==> src/rtl/traffic_lamp_monitor.sv <==
// Lamp decoder and conflict monitor behind the traffic light controller.
// Latency: 1 cycle from accepted light code to lamp drive; faults act on the same edge.
// Backpressure: none; inputs are sampled every cycle, and in FAULT they are ignored until fault_clr.
// Optional build macro LAMP_FAULT_YELLOW_EN: main lamp flashes yellow instead of red while faulted.
module traffic_lamp_monitor #(
  parameter int BLINK_HALF  = 4,
  parameter int MIN_YELLOW  = 3,
  parameter int ALL_RED_CYC = 2
) (
  input  logic       clk,
  input  logic       rst_n,
  input  logic [1:0] main_light,
  input  logic [1:0] side_light,
  input  logic       fault_clr,
  output logic [2:0] main_lamp,
  output logic [2:0] side_lamp,
  output logic       fault,
  output logic [2:0] fault_cause
);

  localparam int YW = $clog2(MIN_YELLOW + 1);
  localparam int SW = (ALL_RED_CYC > 1) ? $clog2(ALL_RED_CYC) : 1;
  localparam int BW = (BLINK_HALF > 1) ? $clog2(BLINK_HALF) : 1;

  localparam logic [YW-1:0] Y_MAX   = YW'(MIN_YELLOW);
  localparam logic [SW-1:0] ST_LAST = SW'(ALL_RED_CYC - 1);
  localparam logic [BW-1:0] BL_LAST = BW'(BLINK_HALF - 1);

  localparam logic [1:0] CODE_R   = 2'b00;
  localparam logic [1:0] CODE_Y   = 2'b01;
  localparam logic [1:0] CODE_G   = 2'b10;
  localparam logic [1:0] CODE_ILL = 2'b11;

  localparam logic [2:0] LAMP_R   = 3'b100;
  localparam logic [2:0] LAMP_Y   = 3'b010;
  localparam logic [2:0] LAMP_G   = 3'b001;
  localparam logic [2:0] LAMP_OFF = 3'b000;

`ifdef LAMP_FAULT_YELLOW_EN
  localparam logic [2:0] FLASH_MAIN = LAMP_Y;
`else
  localparam logic [2:0] FLASH_MAIN = LAMP_R;
`endif
  localparam logic [2:0] FLASH_SIDE = LAMP_R;

  typedef enum logic [1:0] {
    ST_STARTUP = 2'd0,
    ST_NORMAL  = 2'd1,
    ST_FAULT   = 2'd2
  } state_t;

  state_t          state;
  logic [SW-1:0]   st_cnt;
  logic [BW-1:0]   blink_cnt;
  logic            blink_on;
  logic [1:0]      main_q;
  logic [1:0]      side_q;
  logic [YW-1:0]   main_ycnt;
  logic [YW-1:0]   side_ycnt;

  logic [2:0]      cause_now;
  logic [YW-1:0]   main_ycnt_nxt;
  logic [YW-1:0]   side_ycnt_nxt;

  // Code to one-hot {R,Y,G}; the illegal code is never presented here.
  function automatic logic [2:0] decode(input logic [1:0] code);
    logic [2:0] lamp;
    case (code)
      CODE_R:  lamp = LAMP_R;
      CODE_Y:  lamp = LAMP_Y;
      CODE_G:  lamp = LAMP_G;
      default: lamp = LAMP_R;
    endcase
    return lamp;
  endfunction

  // True when prev->nxt is not an allowed step of the light cycle.
  // An illegal new code is left to the illegal-code check.
  function automatic logic seq_bad(input logic [1:0]    prev,
                                   input logic [1:0]    nxt,
                                   input logic [YW-1:0] ycnt);
    logic ok;
    ok = 1'b0;
    if (nxt == CODE_ILL) begin
      ok = 1'b1;
    end else begin
      case (prev)
        CODE_R:  ok = (nxt == CODE_R) || (nxt == CODE_G);
        CODE_G:  ok = (nxt == CODE_G) || (nxt == CODE_Y);
        CODE_Y:  ok = (nxt == CODE_Y) || ((nxt == CODE_R) && (ycnt >= Y_MAX));
        default: ok = 1'b0;
      endcase
    end
    return !ok;
  endfunction

  // Length of the current yellow run, saturating once Y->R becomes legal.
  function automatic logic [YW-1:0] ycnt_step(input logic [1:0]    prev,
                                              input logic [1:0]    nxt,
                                              input logic [YW-1:0] ycnt);
    logic [YW-1:0] res;
    if (nxt != CODE_Y) begin
      res = '0;
    end else if (prev != CODE_Y) begin
      res = YW'(1);
    end else if (ycnt == Y_MAX) begin
      res = ycnt;
    end else begin
      res = ycnt + 1'b1;
    end
    return res;
  endfunction

  // Check the raw inputs against the last accepted codes.
  always_comb begin
    cause_now     = 3'b000;
    cause_now[0]  = (main_light != CODE_R) && (side_light != CODE_R);
    cause_now[1]  = (main_light == CODE_ILL) || (side_light == CODE_ILL);
    cause_now[2]  = seq_bad(main_q, main_light, main_ycnt) ||
                    seq_bad(side_q, side_light, side_ycnt);
    main_ycnt_nxt = ycnt_step(main_q, main_light, main_ycnt);
    side_ycnt_nxt = ycnt_step(side_q, side_light, side_ycnt);
  end

  // Monitor state machine with registered lamp, fault and cause outputs.
  always_ff @(posedge clk or negedge rst_n) begin
    if (!rst_n) begin
      state       <= ST_STARTUP;
      st_cnt      <= '0;
      blink_cnt   <= '0;
      blink_on    <= 1'b0;
      main_q      <= CODE_R;
      side_q      <= CODE_R;
      main_ycnt   <= '0;
      side_ycnt   <= '0;
      main_lamp   <= LAMP_R;
      side_lamp   <= LAMP_R;
      fault       <= 1'b0;
      fault_cause <= 3'b000;
    end else begin
      case (state)
        ST_STARTUP: begin
          main_lamp <= LAMP_R;
          side_lamp <= LAMP_R;
          main_q    <= CODE_R;
          side_q    <= CODE_R;
          if (st_cnt == ST_LAST) begin
            st_cnt <= '0;
            state  <= ST_NORMAL;
          end else begin
            st_cnt <= st_cnt + 1'b1;
          end
        end

        ST_NORMAL: begin
          if (|cause_now) begin
            // Offending codes are dropped; the lamps go straight to the flash-on pattern.
            state       <= ST_FAULT;
            fault       <= 1'b1;
            fault_cause <= cause_now;
            main_lamp   <= FLASH_MAIN;
            side_lamp   <= FLASH_SIDE;
            blink_cnt   <= '0;
            blink_on    <= 1'b1;
          end else begin
            main_q    <= main_light;
            side_q    <= side_light;
            main_ycnt <= main_ycnt_nxt;
            side_ycnt <= side_ycnt_nxt;
            main_lamp <= decode(main_light);
            side_lamp <= decode(side_light);
          end
        end

        ST_FAULT: begin
          if (fault_clr) begin
            state       <= ST_STARTUP;
            fault       <= 1'b0;
            fault_cause <= 3'b000;
            main_lamp   <= LAMP_R;
            side_lamp   <= LAMP_R;
            main_q      <= CODE_R;
            side_q      <= CODE_R;
            main_ycnt   <= '0;
            side_ycnt   <= '0;
            st_cnt      <= '0;
            blink_cnt   <= '0;
            blink_on    <= 1'b0;
          end else if (blink_cnt == BL_LAST) begin
            blink_cnt <= '0;
            blink_on  <= !blink_on;
            main_lamp <= blink_on ? LAMP_OFF : FLASH_MAIN;
            side_lamp <= blink_on ? LAMP_OFF : FLASH_SIDE;
          end else begin
            blink_cnt <= blink_cnt + 1'b1;
          end
        end

        default: begin
          state       <= ST_STARTUP;
          st_cnt      <= '0;
          blink_cnt   <= '0;
          blink_on    <= 1'b0;
          main_q      <= CODE_R;
          side_q      <= CODE_R;
          main_ycnt   <= '0;
          side_ycnt   <= '0;
          main_lamp   <= LAMP_R;
          side_lamp   <= LAMP_R;
          fault       <= 1'b0;
          fault_cause <= 3'b000;
        end
      endcase
    end
  end

endmodule

==> config.mk <==
export PLATFORM = sky130hd
export DESIGN_NAME = traffic_lamp_monitor
export DESIGN_NICKNAME = d
export VERILOG_FILES = /design/src/rtl/traffic_lamp_monitor.sv
export SDC_FILE = /design/constraint.sdc
export NUM_CORES = 1
export LEC_CHECK = 0
export CELL_PAD_IN_SITES_DETAIL_PLACEMENT = 2
export CELL_PAD_IN_SITES_GLOBAL_PLACEMENT = 2
export CORE_MARGIN = 2
export CORE_UTILIZATION = 35
export DETAILED_ROUTE_END_ITERATION = 6
export PLACE_DENSITY_LB_ADDON = 0.1
export SETUP_SLACK_MARGIN = 0.15
export SYNTH_ARGS = -nofsm -noshare
export SYNTH_HDL_FRONTEND = slang
export SYNTH_SLANG_ARGS = --single-unit
==> constraint.sdc <==
create_clock -name clk -period 4.5 [get_ports clk]
set_input_delay 0.675 -clock clk [delete_from_list [all_inputs] [get_ports clk]]
set_output_delay 0.675 -clock clk [all_outputs]
set_load 0.02 [all_outputs]
==> results of run 1 <==
==> cell type report <==
type                    count  area, µm²  area share (%)
well taps                  52       65.1            3.42
clock buffers               4       55.1            2.89
repair buffers             18        175            9.21
multi-input cells         121        932            49.0
flip-flops and latches     24        603            31.7
inverters                  19       71.3            3.75
==> Yosys cell counts, types with 3 or more instances <==
library cell  number
nand3_1            3
a21o_1             3
nand2b_1           3
and3_1             4
o21ai_0            9
o22ai_1            3
nand4_1            3
clkbuf_1           4
a32o_1             5
dfrtp_1           22
ha_1              24
nor2b_1            3
nor2_1             7
inv_1             19
nand2_1           19
==> power groups by stage <==
| stage | Combinational, mW | Sequential [mW] | Clock [mW] |
|---|---|---|---|
| floorplan | 0.233 | 0.333 | 0 |
| global placement | 0.385 | 0.305 | 0 |
| detailed placement | 0.399 | 0.311 | 0 |
| CTS | 0.401 | 0.306 | 0.160 |
| global route | 0.443 | 0.313 | 0.169 |
| finish | 0.396 | 0.305 | 0.153 |
==> cells by family (layout without fill, tap and decap cells) <==
logic type / count (synthesis) / after routing / share of synthesized area [%]
simple gates: 50 / 50 / 15.4
mux: 3 / 3 / 1.91
buf+inv: 25 / 41 / 6.41
compound gates: 44 / 44 / 21.2
fa+ha+maj: 24 / 24 / 18.3
flops: 24 / 24 / 36.8
==> sequential cells by signal, summed over array words and instances (netlist names), 2 cells and up <==
| register | flops |
|---|---|
| main_ycnt | 2 |
| blink_cnt | 2 |
| side_lamp | 3 |
| state | 2 |
| main_lamp | 3 |
| side_q | 2 |
| main_q | 2 |
| fault_cause | 3 |
| side_ycnt | 2 |
==> layer usage <==
layer  share of wire, %  routed length, µm  vias up
met2                 51               2240        9
met3                1.5                 67        4
met4                1.2                 52        0
met5                  0                  0        -
met1                 46               2010      680
li1                   -                  -      635
==> worst max-delay path, cell delays in order <==
cell             delay [ps]
clkdlybuf4s50_1         570
inv_1                   120
ha_1                    240
and3_1                  170
o311ai_2                320
a221oi_2                 90
buf_4                   230
a21oi_1                 250
mux2_2                  370
==> path summary, 6_finish.rpt <==
kind / from / to / depth (start not counted)
worst min register to register: side_lamp[0]$_DFFE_PN0N_ / side_lamp[0]$_DFFE_PN0N_ / 2
worst max-delay path: side_light[0] / blink_cnt[0]$_DFFE_PN0P_ / 9
worst max register to register: state[1]$_DFFE_PN0P_ / side_ycnt[0]$_DFFE_PN0P_ / 5
min in group asynchronous: rst_n / main_q[1]$_DFFE_PN0P_ / 2
max in group asynchronous: rst_n / side_lamp[2]$_DFFE_PN1N_ / 2
worst min-delay path: side_lamp[0]$_DFFE_PN0N_ / side_lamp[0]$_DFFE_PN0N_ / 2
==> qor.txt, run 1 <==
#FFs+latches synth: 24
Final TNS setup: 0 ps
Yosys cell types: 40
P_int: 508 µW
Worst EP required: 4660 ps
worst reg2reg setup slack: 2170 ps
max-slew violation count: 0
async set-reset flop share out of synthesis: 100%
final routed DRC violation total: 0
post-synth top area cell: dfrtp_1
fmax: 347 MHz
die width: 72.5 µm
Top Usage Layer GRT: met2
met1 usage: 22.6%
fraction of layout cells with a size suffix above 1: 7.53%
sequential group share of total power: 35.7%
HPWL after detailed placement: 3.39 mm
initial antenna violation count: 0
Util after Layout: 42.8%
CP Launch Type: primary input
CTS sink count: 24
Nets: 218
die area: 5250 µm²
Min-Delay Path Class: reg -> reg
Die H: 72.5 µm
RSZ-0062 raised after global routing: no
H-tree depth: 1
Net Sw Frac: 40.5%
number of port buffers: 16
status: finished clean
vias per std cell: 5.58
Setup-failing EPs final: 0
final hold violations: 0
via count: 1328
static leakage: 0.865 nW
hold buffer count at cts: 0
worst skew pair latency: 280 ps
Slew headroom: 35.9%
worst-path maximum fanout: 21
Mean Syn Cell Area: 9.65 µm²
Tot GR Track Use: 18.8%
Hold Worst Slack: 495 ps
Yosys Warn Count: 0
Post-Place Setup Slack: 1310 ps
CP arrival: 3040 ps
EDFF count, synth: 0
period utilization: 64.0%
Min Clock Period, post-route: 2880 ps
clk_skew: 6.51 ps
CTS resizes: 0
most frequent cells in the layout: 24 x ha_1, 22 x dfrtp_1, 19 x inv_1, 19 x nand2_1, 16 x clkdlybuf4s50_1
filler-free cell count of the finished design: 238
Iteration-0 DRC Markers: 50
Antenna Nets Post-Route: 0
share of the synthesized area in the top cell type: 33.6%
total CTS buffers: 3
Post-CTS Setup Inserts: 0
DR WL/cell: 18.4 µm
Mapped Cells: 170
critical path capture point type: flop
total grt overflow: 0
met3 GRT Util: 2.92%
VDD IR max: 0.269 mV
# diodes: 0
dpl cells: 234
Reg clk slew, reported paths: 80 ps
CORE AREA: 4440 µm²
clock power share: 17.9%
first-pass GRT wire length: 7.45 mm
Tightest Pin Transition: 961 ps
Cell Rows: 24
Seq/Total Area, Yosys: 36.8%
met2 Track Usage GR: 34.1%
mapped cell area: 1640 µm²
Worst Slack Setup Final: 1620 ps
Syn Nets: 201
fill count: 500
clock buffer depth: 2
crit path kind: in -> reg
Starting Density: 36.9%
Root Buffer: clkbuf_8
ys flop type: dfrtp_1
area grow syn2layout: 15.9%
switching power: 347 µW
CTS tree: yes
WL final: 4.37 mm
total power: 855 µW
placed cell areas: 1850 µm²
Comb pwr share: 46.4%
I/O pin count: 17
global placement routability congestion: 0.772
# Max-Cap Violations: 0
vias in the first global route: 1524
commonest non-fill, non-tap cell in the layout: ha_1
TritonRoute pass-1 iters: 4
largest net degree at the start of global routing: 26
top area cells in the synthesized netlist: dfrtp_1 34%, ha_1 18%, inv_1 4.3%, nand2_1 4.3%, dfstp_2 3.2%
Final Cell Area: 1900 µm²
PD cells: 449 nW/µm²
(Power assumes the default switching activity.)
==> run 2, diff against run 1 <==
--- a/config.mk
+++ b/config.mk
@@ -8,7 +8,7 @@
 export CELL_PAD_IN_SITES_DETAIL_PLACEMENT = 2
 export CELL_PAD_IN_SITES_GLOBAL_PLACEMENT = 2
 export CORE_MARGIN = 2
-export CORE_UTILIZATION = 35
+export CORE_UTILIZATION = 32
 export DETAILED_ROUTE_END_ITERATION = 6
 export PLACE_DENSITY_LB_ADDON = 0.1
 export SETUP_SLACK_MARGIN = 0.15
==> constraint.sdc (replaced) <==
create_clock -name clk -period 2.4 [get_ports clk]
set_input_delay 0.36 -clock clk [delete_from_list [all_inputs] [get_ports clk]]
set_output_delay 0.36 -clock clk [all_outputs]
set_load 0.02 [all_outputs]
==> run 2 against run 1 <==
  * Via count rose by 9.6%
  * Critical path depth fell by 1
  * Global-route usage rose by 0.80 points
  * Clock power rose by 91%
  * Sequential cell count did not move
  * Worst setup slack got worse by 1400 ps
  * Register-to-register slack got worse by 1900 ps
  * Combinational power rose by 120%
  * Die area rose by 8.8%
  * Critical path type is now reg -> reg
  * Largest cell class unchanged
==> qor.txt, run 2 (synthesis results as in run 1) <==
H-tree depth: 1
vias per std cell: 5.11
global placement routability congestion: 0.814
final routed DRC violation total: 0
commonest non-fill, non-tap cell in the layout: buf_4
Setup-failing EPs final: 0
TritonRoute pass-1 iters: 4
VDD IR max: 0.400 mV
Tot GR Track Use: 19.6%
worst skew pair latency: 280 ps
placed cell areas: 2060 µm²
clk_skew: 6.90 ps
Slowest cell on crit path: dfrtp_1
Min Clock Period, post-route: 2170 ps
I/O pin count: 17
Antenna Nets Post-Route: 0
Post-Place Setup Slack: -421 ps
Hold Worst Slack: 432 ps
Root Buffer: clkbuf_8
Tightest Pin Transition: 469 ps
Iteration-0 DRC Markers: 26
total power: 1.74 mW
total CTS buffers: 3
Levels on crit path: 8
Final Cell Area: 2240 µm²
fill count: 562
area grow syn2layout: 36.8%
# diodes: 0
critical path startpoint: side_q[1]$_DFFE_PN0P_
HPWL after detailed placement: 3.95 mm
static leakage: 1.02 nW
Cell Rows: 26
total grt overflow: 0
clock buffer depth: 2
fraction of layout cells with a size suffix above 1: 24.2%
R2R cell count: 8
max incr delay on CP: 440 ps
largest net degree at the start of global routing: 25
# Max-Cap Violations: 0
die area: 5710 µm²
Slew headroom: 68.4%
CTS sink count: 24
die width: 75.6 µm
Starting Density: 32.7%
worst-path cell chain: inv_2 -> ha_4 -> and3_1 -> o311ai_4 -> a221oi_4 -> buf_2 -> a32o_1 -> a311o_1
via count: 1456
most frequent cells in the layout: 28 x buf_4, 22 x dfrtp_1, 21 x ha_1
number of port buffers: 16
final hold violations: 0
vias in the first global route: 1511
hold buffer count at cts: 0
fmax: 461 MHz
Die H: 75.6 µm
Worst Slack Setup Final: 232 ps
Worst EP required: 2570 ps
max-slew violation count: 0
reg2reg start: side_q[1]$_DFFE_PN0P_
Reg clk slew, reported paths: 100 ps
CORE AREA: 5010 µm²
PD cells: 774 nW/µm²
RSZ-0062 raised after global routing: no
initial antenna violation count: 0
largest registers: fault_cause: 3 flops, main_lamp: 3 flops, side_lamp: 3 flops
Min-Delay Path Class: in -> async
first-pass GRT wire length: 8.15 mm
worst path bufs/invs: 2
status: finished clean
crit path kind: reg -> reg
WL final: 5.13 mm
worst-path maximum fanout: 5
CP Launch Type: flop
critical path capture point type: flop
CTS tree: yes
period utilization: 90.3%
CP arrival: 2340 ps
Nets: 247
CP top delay family: compound AO/OA/AOI/OAI gates
DR WL/cell: 18.0 µm
## run 2: report_power, final
| group | switching [mW] | internal [mW] | leakage (nW) |
|---|---|---|---|
| registers | 0.0598 | 0.509 | 0.320 |
| logic | 0.502 | 0.374 | 0.675 |
| clock network | 0.145 | 0.147 | 0.0288 |
| total | 0.707 | 1.03 | 1.02 |
## run 2: worst paths after layout
path                       slack (ps)                    endpoint
setup / recovery                  230    side_ycnt[0]$_DFFE_PN0P_
hold / removal                    430  fault_cause[2]$_DFFE_PN0P_
setup reg to reg                  230    side_ycnt[0]$_DFFE_PN0P_
hold reg to reg                   500    main_lamp[0]$_DFFE_PN0N_
max in group asynchronous        1680    side_lamp[2]$_DFFE_PN1N_
min in group clk                  500    main_lamp[0]$_DFFE_PN0N_
## run 2: layout make-up
type	instances	area, µm²	area share (%)
multi-input combinational	121	1030	46.1
clock buffer	4	55.1	2.45
inverter	19	71.3	3.18
tap	70	87.6	3.90
sequential	24	603	26.9
timing repair buffer	47	393	17.5
## run 2: timing repair
action / CTS / global route
buffers inserted: 0 / 2
endpoints found under the setup margin: 19 / 13
gates cloned: 0 / 1
gates resized for setup: 14 / 13
pin swaps: 1 / 2
## run 2: stage by stage
stage | util [%] | setup TNS [ps] | std cells
floorplan | - | 0 | 170
global placement | 41.2 | -3260 | 278
detailed placement | 41.2 | -6160 | 278
CTS | 43.4 | 0 | 282
global route | 44.8 | 0 | 285
finish | 44.8 | 0 | 285
## run 2: worst register-to-register path, delay by kind of cell, from the launching register on
kind,cells,cell delay (ps)
compound gates,4,970
fa+ha+maj,1,180
buf+inv,2,280
flops,1,440
simple gates,1,190
## run 2: metal layers
layer,global-route usage [%],wire [µm]
met1,25.7,2270
met2,34.0,2730
met3,2.38,75
met4,5.26,53
met5,0,0
